[src/rtl/constants.sv]
// Shared SoC constants: memory-map slots plus the timer register layout.
package constants;

    // Timer slot in the word-addressed memory map
    localparam logic [31:0] TIMER_START = 32'h0008_5000;
    localparam int          TIMER_SIZE  = 5;

    // Timer register word offsets
    localparam logic [2:0] TIMER_CTRL     = 3'd0;
    localparam logic [2:0] TIMER_PRESCALE = 3'd1;
    localparam logic [2:0] TIMER_COUNT    = 3'd2;
    localparam logic [2:0] TIMER_COMPARE  = 3'd3;
    localparam logic [2:0] TIMER_STATUS   = 3'd4;

    // CTRL bit positions
    localparam int CTRL_EN_BIT         = 0;
    localparam int CTRL_AUTORELOAD_BIT = 1;
    localparam int CTRL_IRQEN_BIT      = 2;
    localparam int CTRL_W              = 3;

    // Field order mirrors the bit positions above (en is bit 0)
    typedef struct packed {
        logic irqen;
        logic autoreload;
        logic en;
    } timer_ctrl_t;

    // Replace only the bytes selected by sel; unselected bytes keep old_v
    function automatic logic [31:0] byte_merge(input logic [31:0] old_v,
                                               input logic [31:0] new_v,
                                               input logic [3:0]  sel);
        logic [31:0] res;
        res = old_v;
        for (int b = 0; b < 4; b++) begin
            if (sel[b]) res[8*b +: 8] = new_v[8*b +: 8];
        end
        return res;
    endfunction

endpackage

[src/rtl/timer_prescaler.sv]
// Prescaler: counts enabled cycles and emits a one-cycle tick every PRESCALE+1 of them.
module timer_prescaler (
    input  logic        clk_i,
    input  logic        rst_ni,
    input  logic        en_i,
    input  logic [31:0] prescale_i,
    input  logic        clr_i,
    output logic        tick_o
);

    logic [31:0] pcnt_q, pcnt_d;

    // Tick on terminal count; clear has priority so a reconfigure restarts the period
    always_comb begin
        tick_o = en_i && (pcnt_q == prescale_i);
        pcnt_d = pcnt_q;
        if (clr_i)       pcnt_d = '0;
        else if (tick_o) pcnt_d = '0;
        else if (en_i)   pcnt_d = pcnt_q + 32'd1;
    end

    // Prescale counter register
    always_ff @(posedge clk_i or negedge rst_ni) begin
        if (!rst_ni) pcnt_q <= '0;
        else         pcnt_q <= pcnt_d;
    end

endmodule

[src/rtl/wb_timer_slave.sv]
// Wishbone single-transfer responder for the timer: CTRL/PRESCALE/COUNT/COMPARE/STATUS.
module wb_timer_slave
    import constants::*;
#(
    parameter logic [31:0] BASE_ADDR = TIMER_START,
    parameter int          NUM_REGS  = TIMER_SIZE
) (
    input  logic        clk_i,
    input  logic        rst_ni,
    input  logic        wb_cyc_i,
    input  logic        wb_stb_i,
    input  logic        wb_we_i,
    input  logic [31:0] wb_adr_i,
    input  logic [31:0] wb_dat_i,
    input  logic [3:0]  wb_sel_i,
    output logic [31:0] wb_dat_o,
    output logic        wb_ack_o,
    output logic        irq_o
);

    timer_ctrl_t ctrl_q, ctrl_d;
    logic [31:0] prescale_q, prescale_d;
    logic [31:0] count_q, count_d;
    logic [31:0] compare_q, compare_d;
    logic        match_q, match_d;
    logic        irq_q, irq_d;
    logic        ack_q, ack_d;
    logic [31:0] dat_q, dat_d;

    logic [31:0] offset;
    logic [2:0]  reg_idx;
    logic        in_range;
    logic        req, wr, rd;
    logic [31:0] rdata;
    logic        pclr, tick, is_match;

    timer_prescaler u_prescaler (
        .clk_i      (clk_i),
        .rst_ni     (rst_ni),
        .en_i       (ctrl_q.en),
        .prescale_i (prescale_q),
        .clr_i      (pclr),
        .tick_o     (tick)
    );

    // Decode, register updates, tick handling and the read mux
    always_comb begin
        // Unsigned offset: addresses below BASE_ADDR wrap high and fall out of range
        offset   = wb_adr_i - BASE_ADDR;
        reg_idx  = offset[2:0];
        in_range = offset < 32'(NUM_REGS);

        // Holding stb re-requests only after ack has dropped: one transfer per two cycles
        req = wb_cyc_i & wb_stb_i & ~ack_q;
        wr  = req & wb_we_i & in_range;
        rd  = req & ~wb_we_i & in_range;

        pclr = wr && ((reg_idx == TIMER_CTRL) || (reg_idx == TIMER_PRESCALE));

        ctrl_d = ctrl_q;
        if (wr && (reg_idx == TIMER_CTRL) && wb_sel_i[0])
            ctrl_d = timer_ctrl_t'(wb_dat_i[CTRL_W-1:0]);

        prescale_d = prescale_q;
        if (wr && (reg_idx == TIMER_PRESCALE))
            prescale_d = byte_merge(prescale_q, wb_dat_i, wb_sel_i);

        compare_d = compare_q;
        if (wr && (reg_idx == TIMER_COMPARE))
            compare_d = byte_merge(compare_q, wb_dat_i, wb_sel_i);

        // Tick advances COUNT; a bus write to COUNT overrides the tick
        is_match = (count_q == compare_q);
        count_d  = count_q;
        if (tick)
            count_d = (is_match && ctrl_q.autoreload) ? 32'd0 : count_q + 32'd1;
        if (wr && (reg_idx == TIMER_COUNT))
            count_d = byte_merge(count_q, wb_dat_i, wb_sel_i);

        // W1C first, then set, so a coincident match keeps the flag
        match_d = match_q;
        if (wr && (reg_idx == TIMER_STATUS) && wb_sel_i[0] && wb_dat_i[0])
            match_d = 1'b0;
        if (tick && is_match)
            match_d = 1'b1;

        irq_d = match_q & ctrl_q.irqen;

        rdata = '0;
        case (reg_idx)
            TIMER_CTRL:     rdata = {{(32-CTRL_W){1'b0}}, ctrl_q};
            TIMER_PRESCALE: rdata = prescale_q;
            TIMER_COUNT:    rdata = count_q;
            TIMER_COMPARE:  rdata = compare_q;
            TIMER_STATUS:   rdata = {31'd0, match_q};
            default:        rdata = '0;
        endcase

        ack_d = req;
        dat_d = rd ? rdata : 32'd0;
    end

    // State and bus-response registers
    always_ff @(posedge clk_i or negedge rst_ni) begin
        if (!rst_ni) begin
            ctrl_q     <= '0;
            prescale_q <= '0;
            count_q    <= '0;
            compare_q  <= '0;
            match_q    <= 1'b0;
            irq_q      <= 1'b0;
            ack_q      <= 1'b0;
            dat_q      <= '0;
        end else begin
            ctrl_q     <= ctrl_d;
            prescale_q <= prescale_d;
            count_q    <= count_d;
            compare_q  <= compare_d;
            match_q    <= match_d;
            irq_q      <= irq_d;
            ack_q      <= ack_d;
            dat_q      <= dat_d;
        end
    end

    assign wb_ack_o = ack_q;
    assign wb_dat_o = dat_q;
    assign irq_o    = irq_q;

endmodule

[config.mk]
export PLATFORM = sky130hd
export DESIGN_NAME = wb_timer_slave
export DESIGN_NICKNAME = d
export VERILOG_FILES = /design/src/rtl/constants.sv /design/src/rtl/timer_prescaler.sv /design/src/rtl/wb_timer_slave.sv
export SDC_FILE = /design/constraint.sdc
export NUM_CORES = 1
export LEC_CHECK = 0
export CORE_UTILIZATION = 50
export CTS_CLUSTER_DIAMETER = 120
export DETAILED_ROUTE_END_ITERATION = 12
export HOLD_SLACK_MARGIN = 0.1
export PLACE_DENSITY = 0.71
export SLEW_MARGIN = 40
export SYNTH_ARGS = -nofsm -noshare
export SYNTH_HDL_FRONTEND = slang
export SYNTH_SLANG_ARGS = --single-unit
[constraint.sdc]
create_clock -name clk_i -period 3.2 [get_ports clk_i]
set_clock_uncertainty 0.1 [all_clocks]
set_input_delay 0.48 -clock clk_i [delete_from_list [all_inputs] [get_ports clk_i]]
set_output_delay 0.48 -clock clk_i [all_outputs]
set_load 0.005 [all_outputs]
==> results.json, run 1 <==
{
  "outcome": "complete, no violations",
  "required_ns": 3.42,
  "hold_viol": 0,
  "wirelength_um": 29460,
  "register_area_um2": 4154,
  "rsz0062_at_grt": "no",
  "drc": 0,
  "initial_utilization": 0.5115,
  "power.total_uw": 4515,
  "synthFlopType": "dfrtp_1",
  "syn_to_final_growth_pct": 26.09,
  "maxCapViolations": 0,
  "yosysTopAreaCell": "dfrtp_1",
  "diodes": 0,
  "synth_seq_cells": 166,
  "synth_top_area_frac": 0.4342,
  "multi_input_area_um2": 5151,
  "overflow": 0,
  "synth_edf_count": 0,
  "critPathArrivalTime_ns": 3.26,
  "peakVddDrop_v": 0.0004115,
  "cts_tree": "done",
  "fillers": 1530,
  "max-clock-path-buffers": 2,
  "ioPinCount": 107,
  "place_hpwl_um": 21580,
  "holdPathEnd": "irq_o$_DFF_PN0_",
  "wl_per_cell_um": 21.45,
  "routed-via-count": 8703,
  "fp.coreArea_um2": 18710,
  "cp-end-kind": "flop",
  "reg2reg_slack_ns": 0.17,
  "crit_type": "input pin to flop",
  "drive_above_1_share": 0.2090,
  "fp.dieH_um": 140.3,
  "grt_max_degree": 71,
  "antenna_found_initial": 0,
  "final_common_cell": "dfrtp_1",
  "setup_slack_ns": 0.1574,
  "root_buffer": "clkbuf_16",
  "grt_usage": 0.3092,
  "worstMarginPinSlew_ns": 0.6772,
  "cp-start-kind": "input pin",
  "period_minus_slack_ns": 3.043,
  "synth_area_per_cell_um2": 9.753,
  "netlist_area_um2": 9568,
  "portBuffers": 106,
  "clk_latency_ns": 0.44,
  "ys_warn_count": 0,
  "syn-num-nets": 1056,
  "viasPerCell": 6.339,
  "cts_sinks": 166,
  "hp-start": "ctrl_q[2]$_DFFE_PN0P_",
  "rows": 50,
  "fin_crit_sh": 0.9508,
  "first_global_vias": 8167,
  "die_w_um": 140.3,
  "dieArea_um2": 19690,
  "place_ws_ns": -0.3224,
  "synth_area_leaders": "dfrtp_1, mux2_2, nor2_1",
  "grt_pass1_wl_um": 46250,
  "synth_cells": 981,
  "mostFrequentLayoutCells": "dfrtp_1, clkdlybuf4s50_1, mux2_2",
  "max-slew-margin-rel": 0.5486,
  "nets": 1201,
  "worstHoldPathCells": 1,
  "holdCritPathClass": "flop to flop",
  "htree_levels": 4,
  "drtIter0Drc": 787,
  "fin_util": 0.6450,
  "synth-async-reset-ratio": 1.000,
  "drt-pass1-iter-count": 5,
  "seq_area_frac_synth": 0.4342,
  "p_leak_uw": 0.005144,
  "r2r-start": "count_q[1]$_DFFE_PN0P_",
  "worstPathMaxFanout": 8,
  "cts_made_buffers": 17,
  "slew_viol_final": 0,
  "fmax_ghz": 0.3287,
  "r2r_cells": 8,
  "setup_viol": 0,
  "power_density_nw_per_um2": 374.2,
  "ys_types": 61,
  "postRouteAntennaNets": 0,
  "regToRegEndpoint": "count_q[17]$_DFFE_PN0P_",
  "gp_congestion": 0.9419,
  "clkTransAtPathRegs_ns": 0.06
}
Yosys cell counts (28+ instances only):
cell type,number
a21oi_1,53
nand3_1,33
xor2_1,36
mux2_2,95
clkbuf_1,50
o21ai_0,44
dfrtp_1,166
a22oi_1,33
nand4_1,29
nor3_1,28
nand2_1,57
nor2_1,84
layer usage:
| layer | global-route usage | vias up | share of wire |
|---|---|---|---|
| li1 | - | 3933 | - |
| met1 | 0.4345 | 4314 | 0.45 |
| met2 | 0.4684 | 388 | 0.45 |
| met3 | 0.05573 | 68 | 0.065 |
| met4 | 0.1330 | 0 | 0.042 |
| met5 | 0 | - | 0 |
cell type report:
type	count	share of cell area
multi-input combinational	744	0.4270
sequential	166	0.3443
timing repair buffer	187	0.1507
clock buffer	17	0.03526
tap	234	0.02427
clock inverter	15	0.01535
inverter	10	0.003111
critical path, stage by stage:
cell and delay [ns]:
clkdlybuf4s50_1 0.41, or4_1 0.54, o21ai_2 0.20, mux2i_1 0.31
nand2_1 0.13, or3_1 0.35, buf_4 0.19, nor2_4 0.27
mux2_2 0.38
metrics by stage:
stage	hold WS [ns]	cells	cell area [um2]	setup TNS, ns
2_1_floorplan	0.08441	981	9568	0
6_report	0.4090	1373	12060	0
3_3_place_gp	0.3875	1340	11440	-16.51
5_1_grt	0.4382	1373	12060	0
4_1_cts	0.4053	1373	12060	0
3_5_place_dp	0.3905	1340	11440	-23.16
power breakdown:
| group | switching, uW | internal, uW | total, uW |
|---|---|---|---|
| sequential | 0.387 | 2100 | 2100 |
| combinational | 144 | 129 | 273 |
| clock | 957 | 1190 | 2140 |
| total | 1100 | 3410 | 4510 |
repair_timing:
item	in CTS	in global routing
hold buffers	1	0
setup buffers	0	0
endpoints found under the setup margin	0	42
gates resized for setup	0	1
endpoints found under the hold margin	68	0
registers in the layout, summed over array words and instances (netlist names):
name	count
ctrl_q	3
wb_ack_o	1
wb_dat_o	32
match_q	1
prescale_q	32
irq_o	1
count_q	32
u_prescaler.pcnt_q	32
compare_q	32
worst max path at each step:
| stage | cells past startpoint | slack [ns] | start | endpoint |
|---|---|---|---|---|
| floorplan | 8 | 0.27 | wb_adr_i[17] | compare_q[10]$_DFFE_PN0P_ |
| global placement | 9 | -0.27 | wb_adr_i[17] | compare_q[16]$_DFFE_PN0P_ |
| detailed placement | 9 | -0.32 | wb_adr_i[18] | compare_q[12]$_DFFE_PN0P_ |
| CTS | 9 | 0.12 | wb_adr_i[18] | compare_q[12]$_DFFE_PN0P_ |
| global route | 9 | 0.02 | wb_adr_i[17] | compare_q[21]$_DFFE_PN0P_ |
| finish | 9 | 0.16 | wb_adr_i[17] | compare_q[8]$_DFFE_PN0P_ |
logic make-up (layout without fill, tap and decap cells):
| family | Yosys count | count (layout) | synth area share |
|---|---|---|---|
| and+or+nand+nor | 375 | 375 | 0.2163 |
| AOI/OAI and AO/OA | 204 | 204 | 0.1385 |
| muxes | 101 | 101 | 0.1220 |
| buffers and inverters | 71 | 229 | 0.02969 |
| DFF | 166 | 166 | 0.4342 |
| adders and majority gates | 2 | 2 | 0.002615 |
| xor gates and xnor gates | 62 | 62 | 0.05675 |
Power figures use the tool's default switching activity.
==> inputs of run 2 (changes only) <==
==> constraint.sdc (replaced) <==
create_clock -name clk_i -period 3.2 [get_ports clk_i]
set_clock_uncertainty 0.1 [all_clocks]
set_input_delay 0.48 -clock clk_i [delete_from_list [all_inputs] [get_ports clk_i]]
set_output_delay 0.48 -clock clk_i [all_outputs]
set_load 0.02 [all_outputs]
==> results of run 2 <==
Same layout as run 1 (identical final DEF). Status: complete, no violations.
Among the figures that moved: total power 4515 uW -> 4516 uW
==> inputs of run 3 (changes only) <==
--- a/config.mk
+++ b/config.mk
@@ -5,10 +5,12 @@
 export SDC_FILE = /design/constraint.sdc
 export NUM_CORES = 1
 export LEC_CHECK = 0
+export CORE_ASPECT_RATIO = 1.4
 export CORE_UTILIZATION = 50
 export CTS_CLUSTER_DIAMETER = 120
 export DETAILED_ROUTE_END_ITERATION = 12
 export HOLD_SLACK_MARGIN = 0.1
+export MAX_ROUTING_LAYER = met4
 export PLACE_DENSITY = 0.71
 export SLEW_MARGIN = 40
 export SYNTH_ARGS = -nofsm -noshare
==> results.json, run 3 (synthesized netlist as in run 1, its figures left out) <==
{
  "setup_viol": 0,
  "place_hpwl_um": 22310,
  "initial_utilization": 0.5123,
  "outcome": "complete, no violations",
  "worstMarginPinSlew_ns": 0.7443,
  "htree_levels": 4,
  "dr_wl_met2_um": 15100,
  "slew_viol_final": 0,
  "fp.dieH_um": 165.7,
  "wl_met3_um": 1665,
  "fillers": 1497,
  "mostFrequentLayoutCells": "dfrtp_1, clkdlybuf4s50_1, mux2_2",
  "grt_pass1_wl_um": 46930,
  "nets": 1202,
  "drtIter0Drc": 705,
  "max-slew-margin-rel": 0.4993,
  "crit_type": "input pin to flop",
  "antenna_found_initial": 1,
  "fin_area_um2": 12090,
  "holdCritPathClass": "flop to flop",
  "gp_congestion": 0.9553,
  "p_leak_uw": 0.005147,
  "wl_met1_um": 11530,
  "drc": 0,
  "fp.coreArea_um2": 18680,
  "viasPerCell": 6.232,
  "cp-start-kind": "input pin",
  "peakVddDrop_v": 0.0003528,
  "register_area_um2": 4154,
  "cts_made_buffers": 17,
  "cts_setup_buffers": 0,
  "postRouteAntennaNets": 0,
  "setup-tns-final_ns": 0,
  "worst-path-buf-inv": 3,
  "drt-pass1-iter-count": 5,
  "critPathArrivalTime_ns": 3.25,
  "cpPeakStageDelay_ns": 0.51,
  "clk_latency_ns": 0.44,
  "fin_crit_sh": 0.9466,
  "placed_area_um2": 11480,
  "overflow": 0,
  "period_minus_slack_ns": 3.029,
  "cts_sinks": 166,
  "cpMostUsedCell": "buf_4",
  "die_w_um": 118.9,
  "ioPinCount": 107,
  "syn_to_final_growth_pct": 26.31,
  "cts_tree": "done",
  "dp.cells": 1351,
  "hold_viol": 0,
  "portBuffers": 106,
  "grt_usage": 0.3220,
  "rsz0062_at_grt": "no",
  "power_density_nw_per_um2": 366.1,
  "critical-path-slowest-cell": "or4_1",
  "worstPathCellList": "clkdlybuf4s50_1 -> or4_1 -> o21ai_1 -> buf_4 -> mux2i_1 -> nand2_1 -> or3_1 -> buf_4 -> nor2_4 -> mux2_2",
  "drive_above_1_share": 0.2105,
  "root_buffer": "clkbuf_16",
  "wirelength_um": 29740,
  "dieArea_um2": 19700,
  "required_ns": 3.42,
  "clkTransAtPathRegs_ns": 0.07,
  "fmax_ghz": 0.3301,
  "top_layer_used": "met4",
  "wl_per_cell_um": 21.48,
  "cp-end-kind": "flop",
  "grt_max_degree": 76,
  "multi_input_area_um2": 5160,
  "maxCapViolations": 0,
  "final_cell_count_no_fill": 1385,
  "final_common_cell": "dfrtp_1",
  "first_global_vias": 8514,
  "worstPathMaxFanout": 8,
  "crit_family": "simple AND/OR/NAND/NOR gates",
  "routed-via-count": 8631,
  "rows": 59,
  "max-clock-path-buffers": 2,
  "reg2reg_slack_ns": 0.19
}
run 3: timing repair:
item / in CTS / in global routing
resized for setup: 0 / 2
hold endpoints to repair: 72 / 0
hold buffers: 1 / 0
setup endpoints to repair: 0 / 50
run 3: stage by stage:
stage | total power [uW] | utilization | hold slack, ns | setup WS, ns
after floorplan | 2201 | - | 0.08441 | 0.2719
after CTS | 4446 | 0.6463 | 0.4422 | 0.1503
final | 4424 | 0.6471 | 0.4319 | 0.1709
after global placement | 2413 | 0.6149 | 0.4227 | -0.2794
after detailed placement | 2414 | 0.6149 | 0.4302 | -0.2903
after global routing | 4538 | 0.6471 | 0.4709 | 0.05714
run 3: worst paths after layout:
path                                       startpoint                            endpoint  depth (start not counted)
max                                      wb_adr_i[17]           compare_q[13]$_DFFE_PN0P_                         10
min                               match_q$_DFFE_PN0P_                 match_q$_DFFE_PN0P_                          2
max reg2reg                prescale_q[21]$_DFFE_PN0P_             count_q[12]$_DFFE_PN0P_                          8
min reg2reg                       match_q$_DFFE_PN0P_                 match_q$_DFFE_PN0P_                          2
max in group asynchronous                      rst_ni  u_prescaler.pcnt_q[19]$_DFFE_PN0P_                          3
min in group asynchronous                      rst_ni   u_prescaler.pcnt_q[4]$_DFFE_PN0P_                          2
run 3: worst register-to-register path, cell delays in order, from the launching register on:
cell     delay (ns)
dfrtp_1        0.45
xnor2_1        0.44
nand4_1        0.21
nor4_1         0.32
nand3_1        0.34
buf_4          0.31
or4_1          0.50
a21oi_1        0.17
a211o_1        0.11
run 3: cell type report:
| type | count | share of cell area |
|---|---|---|
| clock buffers | 18 | 0.03634 |
| multi-input cells | 744 | 0.4270 |
| diodes | 1 | 0.0002071 |
| clock inverters | 14 | 0.01128 |
| well taps | 244 | 0.02526 |
| repair buffers | 188 | 0.1531 |
| inverters | 10 | 0.003106 |
| flip-flops and latches | 166 | 0.3437 |
run 3: metal layers:
layer	track usage	vias to the layer above
met2	0.5350	344
met4	0.1613	0
met1	0.3742	4265
met3	0.05441	84
met5	-	-
li1	-	3938
run 3: power breakdown:
group          switching [uW]  leakage [uW]  total (uW)  internal, uW
sequential              0.438       0.00209        2100          2100
combinational             145       0.00277         276           131
clock                     935      0.000286        2050          1110
total                    1080       0.00515        4420          3340
